[config.mk]
export PLATFORM = sky130hd
export DESIGN_NAME = regfile_writeback
export DESIGN_NICKNAME = d
export VERILOG_FILES = /design/src/rtl/regfile_writeback_pkg.sv /design/src/rtl/wb_fifo.sv /design/src/rtl/regfile_writeback.sv
export SDC_FILE = /design/constraint.sdc
export NUM_CORES = 1
export LEC_CHECK = 0
export BUFFER_PORTS_ARGS = -buffer_cell sky130_fd_sc_hd__buf_2
export CORE_MARGIN = 3
export CORE_UTILIZATION = 36
export DETAILED_ROUTE_END_ITERATION = 10
export PLACE_DENSITY_LB_ADDON = 0.08
export SYNTH_ARGS = -nofsm -noshare
export SYNTH_HDL_FRONTEND = slang
export SYNTH_SLANG_ARGS = --single-unit
[constraint.sdc]
create_clock -name clk -period 3.75 [get_ports clk]
set_input_delay 0.75 -clock clk [delete_from_list [all_inputs] [get_ports clk]]
set_output_delay 0.75 -clock clk [all_outputs]
set_load 0.02 [all_outputs]
[src/rtl/regfile_writeback_pkg.sv]
`default_nettype none
// +----------------------------------------------------------------------+
// | regfile_writeback_pkg                                                |
// | Shared constants and entry type for the register-file write-back     |
// | queue.                                                               |
// | Revision: 1.0                                                        |
// +----------------------------------------------------------------------+
package regfile_writeback_pkg;

  // Default register write data width.
  localparam int XLEN  = 32;
  // Register index width (x0..x31).
  localparam int REG_W = 5;

  // One pending register-file write.
  typedef struct packed {
    logic [REG_W-1:0] rd;
    logic [XLEN-1:0]  data;
  } wb_entry_t;

endpackage
`default_nettype wire

[src/rtl/wb_fifo.sv]
`default_nettype none
// +----------------------------------------------------------------------+
// | wb_fifo                                                              |
// | Pending-write queue: entry storage, read/write pointers and count.   |
// | All entries are exposed so the owner can search them for            |
// | forwarding.                                                          |
// | Revision: 1.0                                                        |
// +----------------------------------------------------------------------+
module wb_fifo #(
  parameter int XLEN  = regfile_writeback_pkg::XLEN,
  parameter int DEPTH = 4,
  localparam int PW   = $clog2(DEPTH),
  localparam int CW   = PW + 1
) (
  input  logic                                          clk,
  input  logic                                          rst,
  input  logic                                          i_push,
  input  logic [regfile_writeback_pkg::REG_W-1:0]       i_push_rd,
  input  logic [XLEN-1:0]                               i_push_data,
  input  logic                                          i_pop,
  output logic [PW-1:0]                                 o_rd_ptr,
  output logic [CW-1:0]                                 o_count,
  output logic [DEPTH-1:0][regfile_writeback_pkg::REG_W-1:0] o_ent_rd,
  output logic [DEPTH-1:0][XLEN-1:0]                    o_ent_data
);
  import regfile_writeback_pkg::*;

  logic [PW-1:0]                r_wr_ptr;
  logic [PW-1:0]                r_rd_ptr;
  logic [CW-1:0]                r_count;
  logic [DEPTH-1:0][REG_W-1:0]  r_ent_rd;
  logic [DEPTH-1:0][XLEN-1:0]   r_ent_data;

  // Pointer and occupancy bookkeeping; pointers wrap naturally (DEPTH is a power of two).
  always_ff @(posedge clk or posedge rst) begin
    if (rst) begin
      r_wr_ptr <= '0;
      r_rd_ptr <= '0;
      r_count  <= '0;
    end else begin
      if (i_push) r_wr_ptr <= r_wr_ptr + PW'(1);
      if (i_pop)  r_rd_ptr <= r_rd_ptr + PW'(1);
      case ({i_push, i_pop})
        2'b10:   r_count <= r_count + CW'(1);
        2'b01:   r_count <= r_count - CW'(1);
        default: r_count <= r_count;
      endcase
    end
  end

  // Entry storage is only meaningful below count, so it carries no reset.
  always_ff @(posedge clk) begin
    if (i_push) begin
      r_ent_rd[r_wr_ptr]   <= i_push_rd;
      r_ent_data[r_wr_ptr] <= i_push_data;
    end
  end

  assign o_rd_ptr   = r_rd_ptr;
  assign o_count    = r_count;
  assign o_ent_rd   = r_ent_rd;
  assign o_ent_data = r_ent_data;

endmodule
`default_nettype wire

[src/rtl/regfile_writeback.sv]
`default_nettype none
// +----------------------------------------------------------------------+
// | regfile_writeback                                                    |
// | Arbitrates load/ALU write offers into a pending-write queue, drives  |
// | the register-file write port from the queue head, and forwards the   |
// | youngest pending data for two read addresses.                        |
// | Revision: 1.0                                                        |
// +----------------------------------------------------------------------+
module regfile_writeback #(
  parameter int XLEN  = regfile_writeback_pkg::XLEN,
  parameter int DEPTH = 4
) (
  input  logic                                    clk,
  input  logic                                    reset,
  input  logic                                    load_valid,
  input  logic [regfile_writeback_pkg::REG_W-1:0] load_rd,
  input  logic [XLEN-1:0]                         load_data,
  output logic                                    load_ready,
  input  logic                                    alu_valid,
  input  logic [regfile_writeback_pkg::REG_W-1:0] alu_rd,
  input  logic [XLEN-1:0]                         alu_data,
  output logic                                    alu_ready,
  input  logic                                    wb_stall,
  output logic [regfile_writeback_pkg::REG_W-1:0] rd,
  output logic [XLEN-1:0]                         wrs3,
  output logic                                    we,
  input  logic [regfile_writeback_pkg::REG_W-1:0] rs1,
  input  logic [regfile_writeback_pkg::REG_W-1:0] rs2,
  output logic                                    fwd1_hit,
  output logic                                    fwd2_hit,
  output logic [XLEN-1:0]                         fwd1_data,
  output logic [XLEN-1:0]                         fwd2_data
);
  import regfile_writeback_pkg::*;

  localparam int PW = $clog2(DEPTH);
  localparam int CW = PW + 1;

  logic [PW-1:0]               w_rd_ptr;
  logic [CW-1:0]               w_count;
  logic [DEPTH-1:0][REG_W-1:0] w_ent_rd;
  logic [DEPTH-1:0][XLEN-1:0]  w_ent_data;
  logic                        w_nonempty;
  logic                        w_pop;
  logic                        w_load_ready;
  logic                        w_acc_load;
  logic                        w_acc_alu;
  logic                        w_push;
  logic [REG_W-1:0]            w_push_rd;
  logic [XLEN-1:0]             w_push_data;
  logic [XLEN:0]               w_fwd1;
  logic [XLEN:0]               w_fwd2;

  wb_fifo #(
    .XLEN  (XLEN),
    .DEPTH (DEPTH)
  ) u_fifo (
    .clk         (clk),
    .rst         (reset),
    .i_push      (w_push),
    .i_push_rd   (w_push_rd),
    .i_push_data (w_push_data),
    .i_pop       (w_pop),
    .o_rd_ptr    (w_rd_ptr),
    .o_count     (w_count),
    .o_ent_rd    (w_ent_rd),
    .o_ent_data  (w_ent_data)
  );

  // Youngest valid entry matching rs wins; x0 never matches. Result is {hit, data}.
  function automatic logic [XLEN:0] f_lookup(
    input logic [REG_W-1:0]              rs,
    input logic [PW-1:0]                 rd_ptr,
    input logic [CW-1:0]                 count,
    input logic [DEPTH-1:0][REG_W-1:0]   ent_rd,
    input logic [DEPTH-1:0][XLEN-1:0]    ent_data
  );
    logic [XLEN:0] res;
    logic [PW-1:0] idx;
    res = '0;
    for (int k = 0; k < DEPTH; k++) begin
      idx = rd_ptr + PW'(k);
      if ((CW'(k) < count) && (rs != '0) && (ent_rd[idx] == rs)) begin
        res = {1'b1, ent_data[idx]};
      end
    end
    return res;
  endfunction

  // Handshake: the head drains unless stalled; a drain frees a slot for this cycle's offer.
  always_comb begin
    w_nonempty   = (w_count != '0) && !reset;
    w_pop        = w_nonempty && !wb_stall;
    w_load_ready = !reset && ((w_count < CW'(DEPTH)) || w_pop);
    w_acc_load   = load_valid && w_load_ready;
    w_acc_alu    = alu_valid && w_load_ready && !load_valid;
    w_push_rd    = w_acc_load ? load_rd   : alu_rd;
    w_push_data  = w_acc_load ? load_data : alu_data;
    // Writes to x0 complete the handshake but are dropped here.
    w_push       = (w_acc_load || w_acc_alu) && (w_push_rd != '0);
  end

  // Forwarding search over queued entries only; the incoming offer is not visible yet.
  always_comb begin
    w_fwd1 = '0;
    w_fwd2 = '0;
    if (!reset) begin
      w_fwd1 = f_lookup(rs1, w_rd_ptr, w_count, w_ent_rd, w_ent_data);
      w_fwd2 = f_lookup(rs2, w_rd_ptr, w_count, w_ent_rd, w_ent_data);
    end
  end

  assign load_ready = w_load_ready;
  assign alu_ready  = w_load_ready && !load_valid;
  assign we         = w_nonempty;
  // Head comes straight from registers, so the write port is stable between posedges.
  assign rd         = w_nonempty ? w_ent_rd[w_rd_ptr]   : '0;
  assign wrs3       = w_nonempty ? w_ent_data[w_rd_ptr] : '0;
  assign fwd1_hit   = w_fwd1[XLEN];
  assign fwd1_data  = w_fwd1[XLEN-1:0];
  assign fwd2_hit   = w_fwd2[XLEN];
  assign fwd2_data  = w_fwd2[XLEN-1:0];

endmodule
`default_nettype wire

==> run summary, run 1 <==
Final setup viols: 66
Power consumption: 12.2 mW
Met3 WL: 2060 um
Critical path class: reg -> out
Core area: 31900 sq um
First-pass GRT wire length: 59300 um
Total grt overflow: 0
Detailed placement HPWL: 26800 um
Final net count: 1376
Period minus WS final: 4.18 ns
Syn Nets: 1067
1st-iter DRT viols: 665
Root Buffer Master: clkbuf_16
Leak: 6.48 nW
Setup Skew: 0.0136 ns
Final Hold Viols: 0
Sw frac: 42.1%
Most frequent cell after synthesis: edfxtp_1
Status: complete, but fails checks
Worst relative slew slack: 38.9%
Clk pin slew, worst setup/hold paths: 0.06 ns
Post-synthesis sequential area ratio: 39.2%
Slew @ Worst Pin: 0.917 ns
Initial DRT Pass Iterations: 5
PnR worst setup slack: -0.435 ns
Synth top area share: 37.8%
Max Cap Violations: 0
CTS tree: yes
Ant. Diodes: 0
Setup Slack @ Placement: -0.0366 ns
Vias: 9853
Drt drc: 0
Cell taking the most area after synthesis: edfxtp_1
Comb pwr share: 65.9%
Period utilisation layout: 112%
Ys Warns: 0
Buffers on Ports: 194
Cell count after synthesis: 969
Largest net degree at the start of global routing: 61
Worst hold margin: 0.544 ns
DR WL/cell: 23.4 um
# clock sinks: 155
Vias in the first global route: 9998
Ys flop type: edfxtp_1
Via-per-instance ratio: 5.71
Metal1 wirelength: 17800 um
EDFF count, synth: 148
CTS H-tree depth: 4
Met2 WL post-DR: 19600 um
Routed WL: 40400 um
Commonest cells post-synth: 148 x edfxtp_1, 125 x mux2i_1, 80 x mux4_2, 72 x mux2_2
Chip height: 187 um
Area Growth Syn to Fin: 40.9%
Die area: 34900 sq um
Share of cells above drive strength 1: 55.2%
Area contributors post-synth: edfxtp_1 38%, mux4_2 15%, mux2i_1 11%
Post-route ant nets: 0
Worst Path Required: 3.00 ns
Post-Syn Area: 11800 sq um
Synthesized flop and latch total: 155
Sequential power share: 19.5%
Number of buffers created by CTS: 17
CP Launch Type: flop
Clock group share of total power: 14.6%
DIE WIDTH: 187 um
Worst Path Arrival: 3.43 ns
HP Class: reg -> reg
GRT Total Usage: 21.8%
Synthesized area per cell: 12.1 sq um
Initial Utilization: 36.9%
Top Layer Used: met4
Worst skew pair latency: 0.43 ns
Footprint of the multi-input gates: 7550 sq um
Placer Congestion: 0.831
Clock buffer depth: 2
Critical path endpoint category: primary output
Failing checks: setup timing
Share of synthesized registers carrying an async set or reset: 4.52%
Fillers: 2875
Reg area: 4630 sq um
FMAX: 239 MHz
Count of cell types in the netlist: 55
Switch Pwr: 5.14 mW
Boundary pin count: 195
P per Cell Area: 736 nW/um^2
RSZ-0062 raised after global routing: yes
Max Transition Viols Final: 0
CP Max Fanout: 8
Antenna violations before repair: 0
Rows: 65
Internal power: 7.07 mW
Peak supply drop: 422 uV
area by class of cell:
class                      count  area share (%)
clock buffer                  17            2.56
timing repair buffer         383            19.3
inverter                      15           0.339
sequential                   155            27.9
tap                          435            3.28
clock inverter                15            1.07
multi-input combinational    706            45.5
cells by family after synthesis:
kind of cell	count (synthesis)	synth area share (%)
AO/OA/AOI/OAI	145	9.38
XOR/XNOR	48	3.57
adder cells (fa/ha/maj)	9	0.957
buffers and inverters	108	4.25
flip-flops	155	39.2
multiplexers	277	32.8
AND/OR/NAND/NOR	227	9.77
flip-flops by register name (all words and copies together), names as in the netlist:
signal             count
u_fifo.o_rd_ptr        2
u_fifo.o_ent_rd       20
u_fifo.r_wr_ptr        2
u_fifo.o_ent_data    128
u_fifo.o_count         3
per-layer routing:
metal  GRT usage [%]  vias to the layer above
met5               0                        -
met4            5.67                        0
met3            2.68                       59
met2            36.2                      353
met1            30.5                     4996
li1                -                     4445
layout by cell type (no fill, tap or decap), types with 15 or more instances in the layout:
master and n:
o21ai_0 23, a21oi_1 18, a221oi_2 47, clkbuf_16 24
nor2_1 34, nand2b_1 15, buf_12 28, buf_6 34
buf_4 159, xnor2_1 24, mux2_4 15, nor3_2 19
nor2b_1 34, nor3_1 24, mux2_2 57, nand2_1 47
mux4_2 80, edfxtp_1 148, buf_2 143, mux2i_1 122
worst max-delay path: stages, from the launching register on:
cell and delay, ns:
dfrtp_4 0.52, clkbuf_16 0.18, buf_8 0.12, mux4_2 0.36, xnor2_2 0.16, nand4_1 0.19
buf_4 0.19, or4b_4 0.58, buf_12 0.18, buf_4 0.17, nor2_2 0.12, nor3_1 0.06
buf_2 0.18
timing repair:
item,CTS,global route
pin swaps,30,100
hold buffers,0,0
buffers inserted,15,34
setup endpoints to repair,66,72
gates cloned,3,8
gates resized for setup,81,206
worst paths after layout:
path	to	slack (ns)	cells after the start	from
max	fwd1_data[19]	-0.43	12	u_fifo.o_rd_ptr[0]$_DFFE_PP0P_
min	u_fifo.r_wr_ptr[0]$_DFFE_PP0P_	0.54	1	u_fifo.r_wr_ptr[0]$_DFFE_PP0P_
max reg2reg	u_fifo.o_ent_data[66]$_DFFE_PP_	0.93	9	u_fifo.o_count[2]$_DFFE_PP0P_
min reg2reg	u_fifo.r_wr_ptr[0]$_DFFE_PP0P_	0.54	1	u_fifo.r_wr_ptr[0]$_DFFE_PP0P_
max in group asynchronous	u_fifo.o_rd_ptr[0]$_DFFE_PP0P_	2.79	4	reset
min in group asynchronous	u_fifo.o_count[0]$_DFFE_PP0P_	0.79	4	reset
metrics by stage:
| step | cells | setup TNS (ns) | area, sq um | utilization [%] |
|---|---|---|---|---|
| 2_1_floorplan | 969 | -49.60 | 11800 | - |
| 6_report | 1726 | -22.14 | 16600 | 52.0 |
| 3_5_place_dp | 1640 | -0.155 | 14200 | 44.5 |
| 4_1_cts | 1690 | -19.89 | 15300 | 48.0 |
| 3_3_place_gp | 1640 | -0.0655 | 14200 | 44.5 |
| 5_1_grt | 1726 | -30.13 | 16600 | 52.0 |
power by group through the flow:
stage	sequential, mW	combinational, mW	clock [mW]
after floorplan	2.34	4.71	0
final	2.38	8.05	1.78
after detailed placement	2.42	6.78	0
after global placement	2.41	6.77	0
after CTS	2.37	7.18	1.81
after global routing	2.41	8.59	1.88
Power figures use the tool's default switching activity.
==> run 2, diff against run 1 <==
RECOVER_POWER = 100   (was unset)
==> run summary, run 2 (same netlist as run 1, synthesis figures left out) <==
Antenna violations before repair: 0
Worst Setup EP: fwd1_data[19]
Setup Slack @ Placement: -0.0366 ns
Cell mode on critical path: buf_4
# clock sinks: 155
Most common cell after layout, fill and taps aside: buf_4
Boundary pin count: 195
CTS H-tree depth: 4
Power consumption: 12.2 mW
Clock buffer depth: 2
Critical path endpoint category: primary output
PnR worst setup slack: -0.435 ns
Status: complete, but fails checks
Largest net degree at the start of global routing: 61
Routed WL: 40400 um
Rows: 65
Critical path, cell by cell: clkbuf_16 -> buf_8 -> mux4_2 -> xnor2_2 -> nand4_1 -> buf_4 -> or4b_4 -> buf_12 -> buf_4 -> nor2_2 -> nor3_1 -> buf_2
DR WL/cell: 23.4 um
Worst path max stage delay: 0.58 ns
Switch Pwr: 5.14 mW
1st-iter DRT viols: 665
Via-per-instance ratio: 5.71
Final net count: 1376
Leak: 6.48 nW
Setup Skew: 0.0136 ns
Worst relative slew slack: 38.9%
Clock group share of total power: 14.6%
Final setup viols: 66
Total grt overflow: 0
Reg2Reg Launch Point: u_fifo.o_count[2]$_DFFE_PP0P_
Terminus of the critical flop-to-flop path: u_fifo.o_ent_data[66]$_DFFE_PP_
Die area: 34900 sq um
P per Cell Area: 736 nW/um^2
Reg2reg setup slack: 0.93 ns
Non-Filler Instances: 1726
Detailed placement HPWL: 26800 um
HP Class: reg -> reg
Sw frac: 42.1%
Critical path class: reg -> out
Area Growth Syn to Fin: 40.9%
Most frequent cells in the layout: 159 x buf_4, 148 x edfxtp_1, 143 x buf_2, 122 x mux2i_1, 80 x mux4_2
Worst Path Arrival: 3.43 ns
Final Hold Viols: 0
CTS Hold Bufs: 0
Comb pwr share: 65.9%
CP Launch Type: flop
Period utilisation layout: 112%
Chip height: 187 um
Worst reg2reg path depth: 9
RSZ-0062 raised after global routing: yes
Sequential power share: 19.5%
First-pass GRT wire length: 59300 um
FMAX: 239 MHz
CP startpoint: u_fifo.o_rd_ptr[0]$_DFFE_PP0P_
Fillers: 2875
Drt drc: 0
Worst hold margin: 0.544 ns
Core area: 31900 sq um
Failing checks: setup timing
Internal power: 7.07 mW
Buffers on Ports: 194
Clk pin slew, worst setup/hold paths: 0.06 ns
Slew @ Worst Pin: 0.917 ns
Period minus WS final: 4.18 ns
Placer Congestion: 0.831
Ant. Diodes: 0
Initial DRT Pass Iterations: 5
Vias: 9858
Max Cap Violations: 0
Post-route ant nets: 0
Worst skew pair latency: 0.43 ns
Peak supply drop: 422 uV
CP Max Fanout: 8
Max reg flops: 128
Share of cells above drive strength 1: 55.2%
Placed instance count: 1640
GRT Total Usage: 21.8%
Worst path slowest cell: or4b_4
DIE WIDTH: 187 um
Worst Path Required: 3.00 ns
Vias in the first global route: 9998
Number of buffers created by CTS: 17
CTS tree: yes
Root Buffer Master: clkbuf_16
Max Transition Viols Final: 0
Initial Utilization: 36.9%
[run 2: routing by layer]
layer	GRT usage [%]	part of all wire, %
met1	30.5	44
met2	36.2	49
met3	2.68	5.1
met4	5.67	2.2
met5	0	0
[run 2: cell type report]
class                      instances  area, sq um  area share (%)
inverter                          15         56.3           0.339
tap                              435          544            3.28
clock inverter                    15          178            1.07
sequential                       155         4630            27.9
clock buffer                      17          425            2.56
multi-input combinational        706         7550            45.5
timing repair buffer             383         3210            19.3
[run 2: worst max-delay path: cells and delay by family (launching register included)]
kind                      cells  cell delay, ns
xor gates and xnor gates      1            0.16
buffers and inverters         6            1.02
DFF                           1            0.52
muxes                         1            0.36
and+or+nand+nor               4            0.95
[run 2: worst min-delay path by stage]
stage                                endpoint  slack, ns                      startpoint  cells after the start
6_report       u_fifo.r_wr_ptr[0]$_DFFE_PP0P_       0.54  u_fifo.r_wr_ptr[0]$_DFFE_PP0P_                      1
5_1_grt        u_fifo.r_wr_ptr[0]$_DFFE_PP0P_       0.56  u_fifo.r_wr_ptr[0]$_DFFE_PP0P_                      1
4_1_cts        u_fifo.r_wr_ptr[0]$_DFFE_PP0P_       0.54  u_fifo.r_wr_ptr[0]$_DFFE_PP0P_                      1
3_5_place_dp   u_fifo.r_wr_ptr[0]$_DFFE_PP0P_       0.53  u_fifo.r_wr_ptr[0]$_DFFE_PP0P_                      1
3_3_place_gp   u_fifo.r_wr_ptr[0]$_DFFE_PP0P_       0.53  u_fifo.r_wr_ptr[0]$_DFFE_PP0P_                      1
2_1_floorplan  u_fifo.r_wr_ptr[0]$_DFFE_PP0P_       0.50  u_fifo.r_wr_ptr[0]$_DFFE_PP0P_                      1
[run 2: power by group through the flow]
| stage | combinational, mW | sequential (mW) | clock, mW |
|---|---|---|---|
| final | 8.05 | 2.38 | 1.78 |
| after global routing | 8.59 | 2.41 | 1.88 |
| after CTS | 7.18 | 2.37 | 1.81 |
| after detailed placement | 6.78 | 2.42 | 0 |
| after global placement | 6.77 | 2.41 | 0 |
| after floorplan | 4.71 | 2.34 | 0 |
[run 2: what timing repair did]
action	CTS	global route
gates resized for setup	81	206
setup buffers	15	34
setup endpoints to repair	66	72
pin swaps	30	100
cloned	3	8
[run 2: per-stage QoR]
stage | utilization, % | instance area [sq um] | setup TNS (ns)
6_report | 52.0 | 16600 | -22.14
5_1_grt | 52.0 | 16600 | -30.13
4_1_cts | 48.0 | 15300 | -19.89
3_5_place_dp | 44.5 | 14200 | -0.155
3_3_place_gp | 44.5 | 14200 | -0.0655
2_1_floorplan | - | 11800 | -49.60
